### config.mk
export PLATFORM = sky130hd
export DESIGN_NAME = imem_loader_flat
export DESIGN_NICKNAME = d
export VERILOG_FILES = /design/src/rtl/imem_loader_pkg.sv /design/src/rtl/imem_loader_if.sv /design/src/rtl/imem_loader_uart_rx.sv /design/src/rtl/imem_loader.sv /design/src/flat_wrapper.sv
export SDC_FILE = /design/constraint.sdc
export NUM_CORES = 1
export LEC_CHECK = 0
export ABC_AREA = 1
export BUFFER_PORTS_ARGS = -buffer_cell sky130_fd_sc_hd__buf_2
export CAP_MARGIN = 20
export CORE_ASPECT_RATIO = 2
export CORE_MARGIN = 10
export CORE_UTILIZATION = 53
export CTS_CLUSTER_SIZE = 30
export DETAILED_ROUTE_END_ITERATION = 12
export GPL_TIMING_DRIVEN = 0
export PLACE_DENSITY = 0.73
export SYNTH_ARGS = -nofsm -noshare
export SYNTH_HDL_FRONTEND = slang
export SYNTH_HIERARCHICAL = 1
export SYNTH_SLANG_ARGS = --single-unit
export TNS_END_PERCENT = 30
### constraint.sdc
create_clock -name CLK -period 1.6 [get_ports CLK]
set_input_delay 0 -clock CLK [delete_from_list [all_inputs] [get_ports CLK]]
set_output_delay 0 -clock CLK [all_outputs]
set_load 0.01 [all_outputs]
### src/rtl/imem_loader_pkg.sv
// imem_loader_pkg: shared definitions for the UART instruction-memory loader.
//   - loader FSM state encoding and receiver state encoding
//   - byte-order constants for the length field and for instruction words
//   - default CLKS_PER_BIT / ADDR_W values
//   - join_bytes(): assembles a 16-bit value from two received bytes
package imem_loader_pkg;

    localparam int DEF_CLKS_PER_BIT = 16;
    localparam int DEF_ADDR_W       = 8;

    // Both the length field and every instruction word arrive high byte first.
    localparam bit LEN_HI_FIRST  = 1'b1;
    localparam bit WORD_HI_FIRST = 1'b1;

    typedef enum logic [2:0] {
        ST_IDLE,
        ST_LEN_LO,
        ST_WORD_HI,
        ST_WORD_LO,
        ST_DONE,
        ST_ERR
    } ld_state_e;

    typedef enum logic [1:0] {
        RX_IDLE,
        RX_START,
        RX_DATA,
        RX_STOP
    } rx_state_e;

    function automatic logic [15:0] join_bytes(input logic [7:0] first,
                                               input logic [7:0] second,
                                               input bit         hi_first);
        return hi_first ? {first, second} : {second, first};
    endfunction

endpackage

### src/rtl/imem_loader_if.sv
// imem_loader_if: instruction-memory write bus.
//   IMEM_WE    : one-cycle write strobe
//   IMEM_ADDR  : write address (ADDR_W bits)
//   IMEM_WDATA : write data (DATA_W bits)
// master = loader side (drives), slave = memory side (receives).
import imem_loader_pkg::*;

interface imem_loader_if #(
    parameter int ADDR_W = DEF_ADDR_W,
    parameter int DATA_W = 16
);
    logic              IMEM_WE;
    logic [ADDR_W-1:0] IMEM_ADDR;
    logic [DATA_W-1:0] IMEM_WDATA;

    modport master (output IMEM_WE, output IMEM_ADDR, output IMEM_WDATA);
    modport slave  (input  IMEM_WE, input  IMEM_ADDR, input  IMEM_WDATA);
endinterface

### src/rtl/imem_loader_uart_rx.sv
// imem_uart_rx: 8N1 UART receiver.
//   CLK, RST   : clock, synchronous active-high reset
//   RX         : asynchronous serial input, idle high
//   rx_byte    : last received byte (valid while byte_valid is high)
//   byte_valid : one-cycle pulse, good stop bit
//   frame_err  : one-cycle pulse, stop bit sampled low (no byte)
module imem_uart_rx
    import imem_loader_pkg::*;
#(
    parameter int CLKS_PER_BIT = DEF_CLKS_PER_BIT
) (
    input  logic       CLK,
    input  logic       RST,
    input  logic       RX,
    output logic [7:0] rx_byte,
    output logic       byte_valid,
    output logic       frame_err
);
    localparam int CNT_W = $clog2(CLKS_PER_BIT);
    localparam logic [CNT_W-1:0] HALF_LAST = CNT_W'(CLKS_PER_BIT / 2 - 1);
    localparam logic [CNT_W-1:0] FULL_LAST = CNT_W'(CLKS_PER_BIT - 1);

    logic             rx_s1_q, rx_s2_q, rx_prev_q;
    rx_state_e        state_q, state_d;
    logic [CNT_W-1:0] baud_q, baud_d;
    logic [2:0]       bit_q, bit_d;
    logic [7:0]       shift_q, shift_d;
    logic             valid_q, valid_d;
    logic             ferr_q, ferr_d;

    always_comb begin
        state_d = state_q;
        baud_d  = baud_q;
        bit_d   = bit_q;
        shift_d = shift_q;
        valid_d = 1'b0;
        ferr_d  = 1'b0;
        case (state_q)
            RX_IDLE: begin
                if (rx_prev_q && !rx_s2_q) begin
                    state_d = RX_START;
                    baud_d  = '0;
                end
            end
            RX_START: begin
                // Mid-start re-check: a line already back high was a glitch.
                if (baud_q == HALF_LAST) begin
                    baud_d  = '0;
                    bit_d   = '0;
                    state_d = rx_s2_q ? RX_IDLE : RX_DATA;
                end else begin
                    baud_d = baud_q + 1'b1;
                end
            end
            RX_DATA: begin
                if (baud_q == FULL_LAST) begin
                    baud_d  = '0;
                    shift_d = {rx_s2_q, shift_q[7:1]};
                    bit_d   = bit_q + 3'd1;
                    if (bit_q == 3'd7) begin
                        state_d = RX_STOP;
                    end
                end else begin
                    baud_d = baud_q + 1'b1;
                end
            end
            RX_STOP: begin
                if (baud_q == FULL_LAST) begin
                    baud_d  = '0;
                    valid_d = rx_s2_q;
                    ferr_d  = !rx_s2_q;
                    state_d = RX_IDLE;
                end else begin
                    baud_d = baud_q + 1'b1;
                end
            end
            default: state_d = RX_IDLE;
        endcase
    end

    always_ff @(posedge CLK) begin
        if (RST) begin
            rx_s1_q   <= 1'b1;
            rx_s2_q   <= 1'b1;
            rx_prev_q <= 1'b1;
            state_q   <= RX_IDLE;
            baud_q    <= '0;
            bit_q     <= '0;
            shift_q   <= '0;
            valid_q   <= 1'b0;
            ferr_q    <= 1'b0;
        end else begin
            rx_s1_q   <= RX;
            rx_s2_q   <= rx_s1_q;
            rx_prev_q <= rx_s2_q;
            state_q   <= state_d;
            baud_q    <= baud_d;
            bit_q     <= bit_d;
            shift_q   <= shift_d;
            valid_q   <= valid_d;
            ferr_q    <= ferr_d;
        end
    end

    assign rx_byte    = shift_q;
    assign byte_valid = valid_q;
    assign frame_err  = ferr_q;

endmodule

### src/rtl/imem_loader.sv
// imem_loader: loads a program image received over UART into instruction
// memory and holds the CPU in reset until the image is complete.
// Frame: LEN_HI, LEN_LO (word count N), then N words, each HI then LO byte.
//   CLK, RST  : clock, synchronous active-high reset
//   RX        : UART serial input (8N1, idle high)
//   imem      : instruction-memory write bus (master side)
//   CPU_RST_N : low holds the CPU in reset
//   BUSY      : a frame is in progress
//   DONE      : last frame loaded successfully
//   ERR       : framing or length error, sticky until RST
module imem_loader
    import imem_loader_pkg::*;
#(
    parameter int CLKS_PER_BIT = DEF_CLKS_PER_BIT,
    parameter int ADDR_W       = DEF_ADDR_W,
    parameter int DATA_W       = 16
) (
    input  logic                CLK,
    input  logic                RST,
    input  logic                RX,
    imem_loader_if.master       imem,
    output logic                CPU_RST_N,
    output logic                BUSY,
    output logic                DONE,
    output logic                ERR
);
    // One extra bit so N = 2^ADDR_W is representable and the index never wraps.
    localparam logic [16:0] N_MAX = 17'(1) << ADDR_W;

    logic [7:0] rx_byte;
    logic       byte_valid, frame_err;

    imem_uart_rx #(.CLKS_PER_BIT(CLKS_PER_BIT)) u_rx (
        .CLK        (CLK),
        .RST        (RST),
        .RX         (RX),
        .rx_byte    (rx_byte),
        .byte_valid (byte_valid),
        .frame_err  (frame_err)
    );

    ld_state_e         state_q, state_d;
    logic [7:0]        len_hi_q, len_hi_d;
    logic [7:0]        hi_q, hi_d;
    logic [ADDR_W:0]   n_q, n_d;
    logic [ADDR_W:0]   idx_q, idx_d;
    logic              we_q, we_d;
    logic [ADDR_W-1:0] addr_q, addr_d;
    logic [DATA_W-1:0] wdata_q, wdata_d;
    logic              busy_q, busy_d, done_q, done_d, err_q, err_d, cpu_q, cpu_d;

    logic [15:0]     len_n;
    logic [ADDR_W:0] idx_next;
    assign len_n    = join_bytes(len_hi_q, rx_byte, LEN_HI_FIRST);
    assign idx_next = idx_q + 1'b1;

    always_comb begin
        state_d  = state_q;
        len_hi_d = len_hi_q;
        hi_d     = hi_q;
        n_d      = n_q;
        idx_d    = idx_q;
        we_d     = 1'b0;
        addr_d   = addr_q;
        wdata_d  = wdata_q;
        busy_d   = busy_q;
        done_d   = done_q;
        err_d    = err_q;
        cpu_d    = cpu_q;
        // Framing error has priority over everything except the sticky ERR state.
        if (frame_err && state_q != ST_ERR) begin
            state_d = ST_ERR;
            err_d   = 1'b1;
            busy_d  = 1'b0;
            done_d  = 1'b0;
            cpu_d   = 1'b0;
        end else begin
            case (state_q)
                ST_IDLE, ST_DONE: begin
                    if (byte_valid) begin
                        len_hi_d = rx_byte;
                        idx_d    = '0;
                        state_d  = ST_LEN_LO;
                        busy_d   = 1'b1;
                        done_d   = 1'b0;
                        cpu_d    = 1'b0;
                    end
                end
                ST_LEN_LO: begin
                    if (byte_valid) begin
                        if (len_n == 16'd0) begin
                            state_d = ST_DONE;
                            done_d  = 1'b1;
                            busy_d  = 1'b0;
                            cpu_d   = 1'b1;
                        end else if ({1'b0, len_n} > N_MAX) begin
                            state_d = ST_ERR;
                            err_d   = 1'b1;
                            busy_d  = 1'b0;
                            cpu_d   = 1'b0;
                        end else begin
                            n_d     = len_n[ADDR_W:0];
                            state_d = ST_WORD_HI;
                        end
                    end
                end
                ST_WORD_HI: begin
                    if (byte_valid) begin
                        hi_d    = rx_byte;
                        state_d = ST_WORD_LO;
                    end
                end
                ST_WORD_LO: begin
                    // we_q marks the write cycle; advance only after the strobe
                    // so DONE lands one cycle after the final write.
                    if (we_q) begin
                        idx_d = idx_next;
                        if (idx_next == n_q) begin
                            state_d = ST_DONE;
                            done_d  = 1'b1;
                            busy_d  = 1'b0;
                            cpu_d   = 1'b1;
                        end else begin
                            state_d = ST_WORD_HI;
                        end
                    end else if (byte_valid) begin
                        we_d    = 1'b1;
                        addr_d  = idx_q[ADDR_W-1:0];
                        wdata_d = DATA_W'(join_bytes(hi_q, rx_byte, WORD_HI_FIRST));
                    end
                end
                ST_ERR: begin
                end
                default: state_d = ST_IDLE;
            endcase
        end
    end

    always_ff @(posedge CLK) begin
        if (RST) begin
            state_q  <= ST_IDLE;
            len_hi_q <= '0;
            hi_q     <= '0;
            n_q      <= '0;
            idx_q    <= '0;
            we_q     <= 1'b0;
            addr_q   <= '0;
            wdata_q  <= '0;
            busy_q   <= 1'b0;
            done_q   <= 1'b0;
            err_q    <= 1'b0;
            cpu_q    <= 1'b0;
        end else begin
            state_q  <= state_d;
            len_hi_q <= len_hi_d;
            hi_q     <= hi_d;
            n_q      <= n_d;
            idx_q    <= idx_d;
            we_q     <= we_d;
            addr_q   <= addr_d;
            wdata_q  <= wdata_d;
            busy_q   <= busy_d;
            done_q   <= done_d;
            err_q    <= err_d;
            cpu_q    <= cpu_d;
        end
    end

    assign imem.IMEM_WE    = we_q;
    assign imem.IMEM_ADDR  = addr_q;
    assign imem.IMEM_WDATA = wdata_q;
    assign CPU_RST_N       = cpu_q;
    assign BUSY            = busy_q;
    assign DONE            = done_q;
    assign ERR             = err_q;

endmodule

### src/flat_wrapper.sv
// flat-port wrapper written by rule: the top's interface ports become plain ports
module imem_loader_flat import imem_loader_pkg::*;
#(
    parameter int CLKS_PER_BIT = DEF_CLKS_PER_BIT,
    parameter int ADDR_W       = DEF_ADDR_W,
    parameter int DATA_W       = 16
)
  (CLK, RST, RX, CPU_RST_N, BUSY, DONE, ERR, imem_IMEM_WE, imem_IMEM_ADDR, imem_IMEM_WDATA);
  imem_loader_if #(.ADDR_W(ADDR_W), .DATA_W(DATA_W)) imem_i ();
  input  logic CLK;
  input  logic RST;
  input  logic RX;
  output logic CPU_RST_N;
  output logic BUSY;
  output logic DONE;
  output logic ERR;
  output wire logic [$bits(imem_i.IMEM_WE)-1:0] imem_IMEM_WE;
  output wire logic [$bits(imem_i.IMEM_ADDR)-1:0] imem_IMEM_ADDR;
  output wire logic [$bits(imem_i.IMEM_WDATA)-1:0] imem_IMEM_WDATA;
  assign imem_IMEM_WE = imem_i.IMEM_WE;
  assign imem_IMEM_ADDR = imem_i.IMEM_ADDR;
  assign imem_IMEM_WDATA = imem_i.IMEM_WDATA;
  imem_loader #(.CLKS_PER_BIT(CLKS_PER_BIT), .ADDR_W(ADDR_W), .DATA_W(DATA_W)) u_core (.CLK(CLK), .RST(RST), .RX(RX), .imem(imem_i), .CPU_RST_N(CPU_RST_N), .BUSY(BUSY), .DONE(DONE), .ERR(ERR));
endmodule
==> flow_summary.json, run 1 <==
{
  "grt_overflow": 0,
  "crit_path_cell_trace": "buf_6 > buf_4 > nand3_1 > nand2_1 > nand2_1 > nand2_1 > nand3_1 > nor2_1 > nand4_1 > nand2_2 > nand3_1 > nand2_1 > nand2_1 > nor2_1",
  "tightest_slew_ns": 0.766,
  "ant_nets": 0,
  "critical_path.most_common_cell": "nand2_1",
  "worst-path-stages": 14,
  "gp_congestion": 0.894,
  "critPathBufInv": 2,
  "ys_ff_latch": 88,
  "slew_headroom_pct": 48.9,
  "die_height_um": 141,
  "synth_edf_count": 0,
  "rows": 44,
  "outcome": "finished, violations left",
  "fillCellCount": 603,
  "whs_ns": 0.0267,
  "end_kind": "register",
  "critPathMaxStageDelay_ns": 0.33,
  "io_buffers": 31,
  "arrival_ns": 2.24,
  "clk_pin_slew_worst_paths_ns": 0.06,
  "wl_per_cell_um": 15.1,
  "synth-adder-area-share_pct": 1.29,
  "finalHoldViolCount": 0,
  "min_path_cells": 4,
  "drc": 0,
  "synthCells": 541,
  "area_growth_pct": 27.7,
  "cellPowerDensity_mw_per_mm2": 936,
  "worst_path_dominant_cell_family": "simple AND/OR/NAND/NOR gates",
  "cts_buffer_depth": 2,
  "numCtsBuffers": 9,
  "syn_nets": 548,
  "r2r_setup_slack_ns": -0.36,
  "clockRootBuffer": "clkbuf_16",
  "slew_viol_final": 0,
  "grt_pass1_vias": 3541,
  "muxShareOfSynthArea_pct": 0,
  "yosys.area.top_type": "dfxtp_1",
  "die_w_um": 80.6,
  "yosysTopAreaCellShare_pct": 45.3,
  "drt_iter0_drc": 285,
  "leakagePower_nw": 2.02,
  "synth_compound_area_share_pct": 15.4,
  "period_needed_ns": 1.96,
  "vias_per_cell": 5.44,
  "power.total_mw": 4.65,
  "yosys_most_used_dff": "dfxtp_1",
  "routed_wl_um": 10600,
  "hp-start": "RST",
  "cts.sinks": 88,
  "synth_cell_types": 30,
  "vdd_drop_max_mv": 0.772,
  "grt_max_degree": 15,
  "hpwl_um": 7230,
  "slowest_stage": "dfxtp_1",
  "core_area_mm2": 0.00721,
  "fin_skew_ns": 0.00742,
  "synthXorXnorAreaFrac_pct": 0.225,
  "fmax_mhz": 510,
  "hp-class": "in -> reg",
  "yosys_warnings": 6,
  "r2r_cells": 14,
  "max_cap_violations": 0,
  "setup_viol": 48,
  "rsz0062_at_grt": "yes",
  "worstReg2RegStart": "u_core/idx_q[2]$_SDFFE_PP0P_",
  "path_class": "reg -> reg",
  "cp.required_ns": 1.88,
  "fin_cells": 705,
  "cts_tree": "done",
  "worst_slack_ns": -0.363,
  "violations": "negative setup slack",
  "syn_area_mm2": 0.00389,
  "grt_pass1_wl_um": 16400,
  "place_ws_ns": -0.408,
  "die_area_mm2": 0.0114,
  "synth_top_family_by_area": "simple AND/OR/NAND/NOR gates",
  "vias": 3836,
  "dr.pass1.iters": 4,
  "synth.area.top_cells": "dfxtp_1 45%, nand2_1 11%, a21oi_1 8.9%",
  "grtUsageTotal_pct": 18.1,
  "antenna_found_initial": 0,
  "crit_fanout": 5,
  "cts.htree.levels": 3,
  "clk_latency_ns": 0.34,
  "io_pins": 32,
  "finalCritPeriodShare_pct": 123,
  "async_flop_share_pct": 0,
  "drive_above_1_share_pct": 26.1,
  "synthSimpleGateAreaFrac_pct": 29.7,
  "syn_avg_cell_area_um2": 7.19,
  "fin_nets": 616,
  "worst_setup_path_start_kind": "register",
  "yosysSeqAreaShare_pct": 45.3,
  "cp-startpoint": "u_core/idx_q[2]$_SDFFE_PP0P_",
  "place_inst": 664,
  "diodes": 0,
  "start_util_pct": 54.0
}
-- cell usage in the layout (no fill, tap or decap), types with 5 or more instances in the layout --
| cell type | Yosys | final |
|---|---|---|
| dfxtp_1 | 88 | 74 |
| o21ai_0 | 29 | 20 |
| clkbuf_16 | 0 | 9 |
| nor2_1 | 55 | 47 |
| a21oi_1 | 69 | 62 |
| a21oi_2 | 2 | 9 |
| nand4_1 | 5 | 5 |
| nand3_1 | 59 | 55 |
| nor2_2 | 5 | 6 |
| dfxtp_2 | 0 | 9 |
| buf_4 | 2 | 21 |
| buf_2 | 8 | 34 |
| o21ai_1 | 8 | 12 |
| clkbuf_1 | 9 | 6 |
| inv_1 | 49 | 48 |
| buf_6 | 3 | 8 |
| nor2_4 | 3 | 10 |
| dfxtp_4 | 0 | 5 |
| nand2_2 | 6 | 10 |
| nand2_1 | 119 | 113 |
-- layer usage --
layer  routed length, µm  global-route usage, %
met1                3650                   17.1
met2                6290                   35.2
met3                 382                   3.25
met4                 321                   7.84
met5                   0                      0
-- worst register-to-register path: cells and delay by family, from the launching register on --
family | cells | cell delay [ns]
buf+inv | 2 | 0.26
simple gates | 12 | 1.32
flops | 1 | 0.33
-- logic make-up after synthesis --
logic type | after synthesis
AOI/OAI and AO/OA | 113
DFF | 88
buffers and inverters | 73
xor gates and xnor gates | 1
and+or+nand+nor | 262
adders and majority gates | 4
-- Yosys cell counts, types with 2 or more instances --
| cell | instances |
|---|---|
| inv_2 | 2 |
| buf_6 | 3 |
| nand3_2 | 2 |
| or2_2 | 3 |
| a21oi_1 | 69 |
| ha_1 | 4 |
| o21ai_1 | 8 |
| nor2_4 | 3 |
| nand2_1 | 119 |
| a21oi_2 | 2 |
| nor2_1 | 55 |
| buf_2 | 8 |
| buf_4 | 2 |
| nor2_2 | 5 |
| clkbuf_1 | 9 |
| nand3_1 | 59 |
| inv_1 | 49 |
| nand4_1 | 5 |
| dfxtp_1 | 88 |
| nand2_2 | 6 |
| o21ai_0 | 29 |
| nand3b_1 | 3 |
-- final cells by class --
cell class | count | area, µm² | area share (%)
clock buffer | 10 | 239 | 4.81
sequential | 88 | 1790 | 36.0
buffer | 22 | 146 | 2.94
clock inverter | 5 | 57.6 | 1.16
timing repair buffer | 57 | 409 | 8.23
tap | 92 | 115 | 2.32
multi-input combinational | 380 | 2020 | 40.6
inverter | 51 | 191 | 3.85
-- through the flow --
stage                     setup TNS (ns)  util (%)  instance area [µm²]
after floorplan                        0         -                 3900
after global placement            -10.34      57.8                 4170
after detailed placement          -12.45      57.8                 4170
after CTS                          -1.85      66.1                 4770
after global routing              -11.42      68.9                 4970
final                              -4.70      68.9                 4970
-- flip-flops by register name (all words and copies together) (netlist names), 4 cells and up, named ones only --
register,count
u_core/hi_q,8
u_core/idx_q,9
u_core/imem.IMEM_ADDR,8
u_core/imem.IMEM_WDATA,16
u_core/len_hi_q,8
u_core/n_q,9
u_core/u_rx/baud_q,4
u_core/u_rx/rx_byte,8
-- what timing repair did --
item,4_1_cts,5_1_grt
resized for setup,43,45
endpoints found under the hold margin,1,0
gates cloned,0,0
setup endpoints to repair,65,64
pin swaps,10,11
buffers inserted,19,6
hold buffers,1,0
-- report_power, final --
part           switching, mW  total, mW  internal, mW  leakage [nW]
registers             0.0302       2.24          2.21         0.718
logic                  0.204      0.324         0.120          1.16
clock network          0.841       2.08          1.24         0.148
-- final timing paths --
kind,to
setup / recovery,u_core/DONE$_SDFFE_PP0P_
hold / removal,u_core/DONE$_SDFFE_PP0P_
setup reg to reg,u_core/DONE$_SDFFE_PP0P_
hold reg to reg,u_core/u_rx/rx_s2_q$_SDFF_PP1_
Note: power is estimated with default switching activity, not from simulation.
==> inputs of run 2 (changes only) <==
- PLACE_DENSITY: 0.73 -> 0.75
==> run 2 against run 1 <==
The run still ends with negative setup slack left. Via count increased by 3.5%. Sequential power about the same. Setup slack improved by 0.17 ns. Clock-buffer cell count decreased by 1. Power is 7.9% higher. Routed wire length rose by 8.8%. Critical path type unchanged.
==> flow_summary.json, run 2 (synthesis gave the netlist of run 1 again) <==
{
  "outcome": "finished, violations left",
  "violations": "negative setup slack",
  "place_ws_ns": -0.441,
  "cts_buffer_depth": 2,
  "rows": 44,
  "grtUsageTotal_pct": 18.6,
  "reg2reg_to": "u_core/DONE$_SDFFE_PP0P_",
  "finalSetupTns_ns": -5.67,
  "start_util_pct": 54.0,
  "clockRootBuffer": "clkbuf_16",
  "leakagePower_nw": 2.11,
  "clk_pin_slew_worst_paths_ns": 0.06,
  "largest_register_ffs": 16,
  "finalHoldViolCount": 0,
  "final_common_cell": "nand2_1",
  "diodes": 0,
  "slowest_stage": "dfxtp_4",
  "cts.htree.levels": 3,
  "vias": 3972,
  "fin_cells": 715,
  "crit_path_cell_trace": "ha_4 > nand3_4 > nor2_1 > nand2_1 > nand3_1 > nand2_1 > nor2_2 > nand4_1 > nand2_2 > nand3_1 > nand2_1 > nand2_1 > nor2_1",
  "antenna_found_initial": 0,
  "path_class": "reg -> reg",
  "drive_above_1_share_pct": 28.4,
  "clk_latency_ns": 0.35,
  "fmax_mhz": 558,
  "area_growth_pct": 32.4,
  "cp.required_ns": 1.88,
  "vias_per_cell": 5.56,
  "drt_iter0_drc": 329,
  "grt_pass1_wl_um": 16800,
  "core_area_mm2": 0.00721,
  "cellPowerDensity_mw_per_mm2": 974,
  "worstReg2RegStart": "u_core/idx_q[0]$_SDFFE_PP0P_",
  "worst_setup_path_start_kind": "register",
  "fin_skew_ns": 0.00845,
  "r2r_cells": 13,
  "period_needed_ns": 1.79,
  "grt_pass1_vias": 3672,
  "critPathMaxStageDelay_ns": 0.38,
  "cp-startpoint": "u_core/idx_q[0]$_SDFFE_PP0P_",
  "crit_fanout": 4,
  "arrival_ns": 2.08,
  "hpwl_um": 7320,
  "cts_tree": "done",
  "critical_path.most_common_cell": "nand2_1",
  "die_area_mm2": 0.0114,
  "rsz0062_at_grt": "yes",
  "dr.pass1.iters": 5,
  "finalCritPeriodShare_pct": 112,
  "slew_headroom_pct": 58.7,
  "die_height_um": 141,
  "critPathCapture": "u_core/DONE$_SDFFE_PP0P_",
  "die_w_um": 80.6,
  "r2r_setup_slack_ns": -0.19,
  "routed_wl_um": 11600,
  "vdd_drop_max_mv": 0.950,
  "slew_viol_final": 0,
  "worst_slack_ns": -0.192,
  "end_kind": "register",
  "max_cap_violations": 0,
  "fin_nets": 625,
  "wl_per_cell_um": 16.2,
  "tightest_slew_ns": 0.620,
  "setup_viol": 52,
  "cts.sinks": 88,
  "io_buffers": 31,
  "numCtsBuffers": 9,
  "grt_overflow": 0,
  "ant_nets": 0,
  "most-common-layout-cells": "109 x nand2_1, 73 x dfxtp_1, 66 x a21oi_1, 56 x nand3_1, 47 x inv_1",
  "drc": 0,
  "place_inst": 664,
  "hp-class": "in -> reg",
  "io_pins": 32,
  "grt_max_degree": 17,
  "gp_congestion": 0.901,
  "power.total_mw": 5.02
}
[run 2: final cells by class]
class                      instances  area (µm²)
buffer                            21         135
tap                               92         115
multi-input combinational        381        2060
sequential                        88        1810
inverter                          51         194
clock buffer                       9         225
timing repair buffer              66         485
clock inverter                     7         125
fill                             571        2060
[run 2: through the flow]
stage	area (µm²)	utilization, %	hold WS (ns)
6_report	5150	71.4	0.0256
5_1_grt	5150	71.4	0.0460
4_1_cts	4760	66.0	0.0140
3_5_place_dp	4170	57.8	0.187
3_3_place_gp	4170	57.8	0.183
2_1_floorplan	3900	-	0.104
[run 2: how the worst min path moves through the flow]
| stage | start | to | cells after the start |
|---|---|---|---|
| after floorplan | RX | u_core/u_rx/rx_s1_q$_SDFF_PP1_ | 1 |
| after global placement | RX | u_core/u_rx/rx_s1_q$_SDFF_PP1_ | 2 |
| after detailed placement | RX | u_core/u_rx/rx_s1_q$_SDFF_PP1_ | 2 |
| after CTS | RST | u_core/DONE$_SDFFE_PP0P_ | 4 |
| after global routing | RST | u_core/DONE$_SDFFE_PP0P_ | 4 |
| final | RST | u_core/CPU_RST_N$_SDFFE_PP0P_ | 4 |
[run 2: worst max-delay path: cells and delay by family, from the launching register on]
| kind | cells | cell delay, ns |
|---|---|---|
| AND/OR/NAND/NOR | 12 | 1.17 |
| flip-flops | 1 | 0.38 |
| adder cells (fa/ha/maj) | 1 | 0.16 |
[run 2: repair_timing]
item | in CTS | in global routing
hold buffers | 1 | 0
cloned | 0 | 3
endpoints found under the hold margin | 1 | 0
pin swaps | 10 | 20
gates resized for setup | 46 | 55
endpoints found under the setup margin | 64 | 65
buffers inserted | 13 | 19
[run 2: report_power, final]
group / total [mW] / leakage (nW) / internal [mW] / switching [mW]
combinational: 0.335 / 1.22 / 0.123 / 0.212
clock: 2.46 / 0.171 / 1.54 / 0.912
sequential: 2.23 / 0.721 / 2.20 / 0.0284
[run 2: per-layer routing]
metal	part of all wire (%)	wire, µm	up-vias	GRT usage, %
li1	-	-	1928	-
met5	0	0	-	0
met2	56	6430	135	33.7
met1	35	4020	1865	17.3
met3	4.5	525	44	4.08
met4	5.1	596	0	13.0
==> inputs of run 3 (changes only) <==
- CORE_ASPECT_RATIO: 2 -> unset
- CORE_UTILIZATION: 53 -> 59
- PLACE_DENSITY: 0.75 -> 0.79
- clock period: 1.6 -> 1.82 ns (I/O delays scaled with it)
==> run 3 against run 2 <==
The run still ends with negative setup slack left. Critical path depth shrank 4. Maximum frequency shrank 3.2%. Clock skew grew 0.0025 ns.
==> flow_summary.json, run 3 (synthesis gave the netlist of run 1 again) <==
{
  "finalSetupTns_ns": -0.107,
  "r2r_cells": 9,
  "worstReg2RegStart": "u_core/state_q[2]$_SDFFE_PP0P_",
  "drc": 0,
  "cts.htree.levels": 3,
  "crit_fanout": 10,
  "arrival_ns": 2.10,
  "utilization_pct": 73.5,
  "worst_slack_ns": -0.0316,
  "cp.required_ns": 2.07,
  "whs_ns": 0.368,
  "grt_overflow": 0,
  "final_common_cell": "nand2_1",
  "vdd_drop_max_mv": 0.831,
  "hp-class": "in -> reg",
  "p_int_mw": 2.82,
  "fin_nets": 607,
  "hpwl_um": 6700,
  "path_class": "reg -> reg",
  "diodes": 0,
  "min_path_cells": 3,
  "max_cap_violations": 0,
  "period_needed_ns": 1.85,
  "cts_buffer_depth": 2,
  "place_inst": 649,
  "finalCritPeriodShare_pct": 102,
  "end_kind": "register",
  "worst_setup_path_start_kind": "register",
  "cellPowerDensity_mw_per_mm2": 801,
  "slew_viol_final": 0,
  "leakagePower_nw": 1.91,
  "numCtsBuffers": 9,
  "io_pins": 32,
  "start_util_pct": 60.9,
  "antenna_found_initial": 0,
  "fmax_mhz": 540,
  "r2r_setup_slack_ns": -0.03,
  "vias": 3814,
  "cts_tree": "done",
  "slew_headroom_pct": 60.8,
  "rows": 29,
  "hp-start": "RX",
  "fin_cells": 682,
  "most-common-layout-cells": "108 x nand2_1, 73 x dfxtp_1, 68 x a21oi_1, 58 x nand3_1, 49 x inv_1",
  "fillCellCount": 507,
  "vias_per_cell": 5.59,
  "drt_iter0_drc": 308,
  "clockRootBuffer": "clkbuf_8",
  "routed_wl_um": 9930,
  "ant_nets": 0,
  "gp_congestion": 0.962,
  "io_buffers": 31,
  "min_to": "u_core/u_rx/rx_s1_q$_SDFF_PP1_",
  "fin_skew_ns": 0.0109,
  "die_height_um": 101,
  "clk_pin_slew_worst_paths_ns": 0.09,
  "cts.sinks": 88,
  "reg2reg_to": "u_core/len_hi_q[5]$_SDFFE_PP0P_",
  "tightest_slew_ns": 0.588,
  "grt_pass1_vias": 3435,
  "die_area_mm2": 0.0102,
  "violations": "negative setup slack",
  "core_area_mm2": 0.00639,
  "die_w_um": 101,
  "switching_share_pct": 24.9,
  "power.switching_mw": 0.934,
  "grt_pass1_wl_um": 15800,
  "finalHoldViolCount": 0,
  "outcome": "finished, violations left",
  "area_growth_pct": 20.5,
  "grtUsageTotal_pct": 18.5,
  "p_comb_share_pct": 6.9,
  "dr.pass1.iters": 4,
  "wl_per_cell_um": 14.6,
  "setup_viol": 6,
  "power.share.sequential_pct": 52.4,
  "rsz0062_at_grt": "yes",
  "clkPwrFrac_pct": 40.7,
  "power.total_mw": 3.76,
  "grt_max_degree": 17,
  "clk_latency_ns": 0.36,
  "largest_register_ffs": 16,
  "drive_above_1_share_pct": 23.3
}
[run 3: critical path: stages, from the launching register on]
cell	delay, ns
dfxtp_2	0.41
nand2_1	0.10
nor2_1	0.12
nor2_2	0.07
nor2_1	0.23
buf_4	0.24
nand2_1	0.12
buf_2	0.22
o21ai_0	0.17
a21oi_1	0.06
[run 3: final cells by class]
type / count / area, µm² / area share (%)
Buffer: 22 / 134 / 2.85
Tap cell: 77 / 96.3 / 2.05
Sequential cell: 88 / 1790 / 38.2
Timing Repair Buffer: 48 / 304 / 6.48
Inverter: 51 / 191 / 4.08
Clock buffer: 9 / 124 / 2.64
Multi-Input combinational cell: 380 / 1950 / 41.5
Clock inverter: 7 / 103 / 2.19
[run 3: repair_timing]
action,4_1_cts,5_1_grt
gates resized for setup,15,49
setup buffers,2,13
pin swaps,4,21
hold buffers,2,0
cloned,0,0
setup endpoints to repair,19,64
endpoints found under the hold margin,4,0
[run 3: power by group through the flow]
stage	clock network (mW)	registers, mW	logic (mW)
floorplan	0	2.02	0.161
global placement	0	2.02	0.215
detailed placement	0	2.02	0.223
CTS	1.55	1.97	0.232
global route	1.63	1.97	0.292
finish	1.53	1.97	0.259
[run 3: how the worst max path moves through the flow]
stage	start	endpoint	slack, ns	cells past startpoint
after floorplan	u_core/idx_q[1]$_SDFFE_PP0P_	u_core/CPU_RST_N$_SDFFE_PP0P_	0.16	14
after global placement	u_core/idx_q[1]$_SDFFE_PP0P_	u_core/BUSY$_SDFFE_PP0P_	-0.11	14
after detailed placement	u_core/idx_q[0]$_SDFFE_PP0P_	u_core/BUSY$_SDFFE_PP0P_	-0.21	14
after CTS	u_core/state_q[0]$_SDFFE_PP0P_	u_core/idx_q[6]$_SDFFE_PP0P_	-0.04	11
after global routing	u_core/idx_q[1]$_SDFFE_PP0P_	u_core/CPU_RST_N$_SDFFE_PP0P_	-0.16	15
final	u_core/state_q[2]$_SDFFE_PP0P_	u_core/len_hi_q[5]$_SDFFE_PP0P_	-0.03	9
[run 3: per-layer routing]
metal | vias up | share of wire, % | wire [µm] | global-route usage [%]
met5 | - | 0 | 0 | 0
met4 | 0 | 1.2 | 123 | 8.04
met3 | 14 | 5.6 | 557 | 3.34
met2 | 113 | 48 | 4760 | 28.7
met1 | 1796 | 45 | 4490 | 24.7
li1 | 1891 | - | - | -
[run 3: per-stage QoR]
stage	cell area [µm²]	setup slack, ns
CTS	4470	-0.0429
global route	4690	-0.160
global placement	4140	-0.110
floorplan	3890	0.160
finish	4690	-0.0316
detailed placement	4140	-0.214
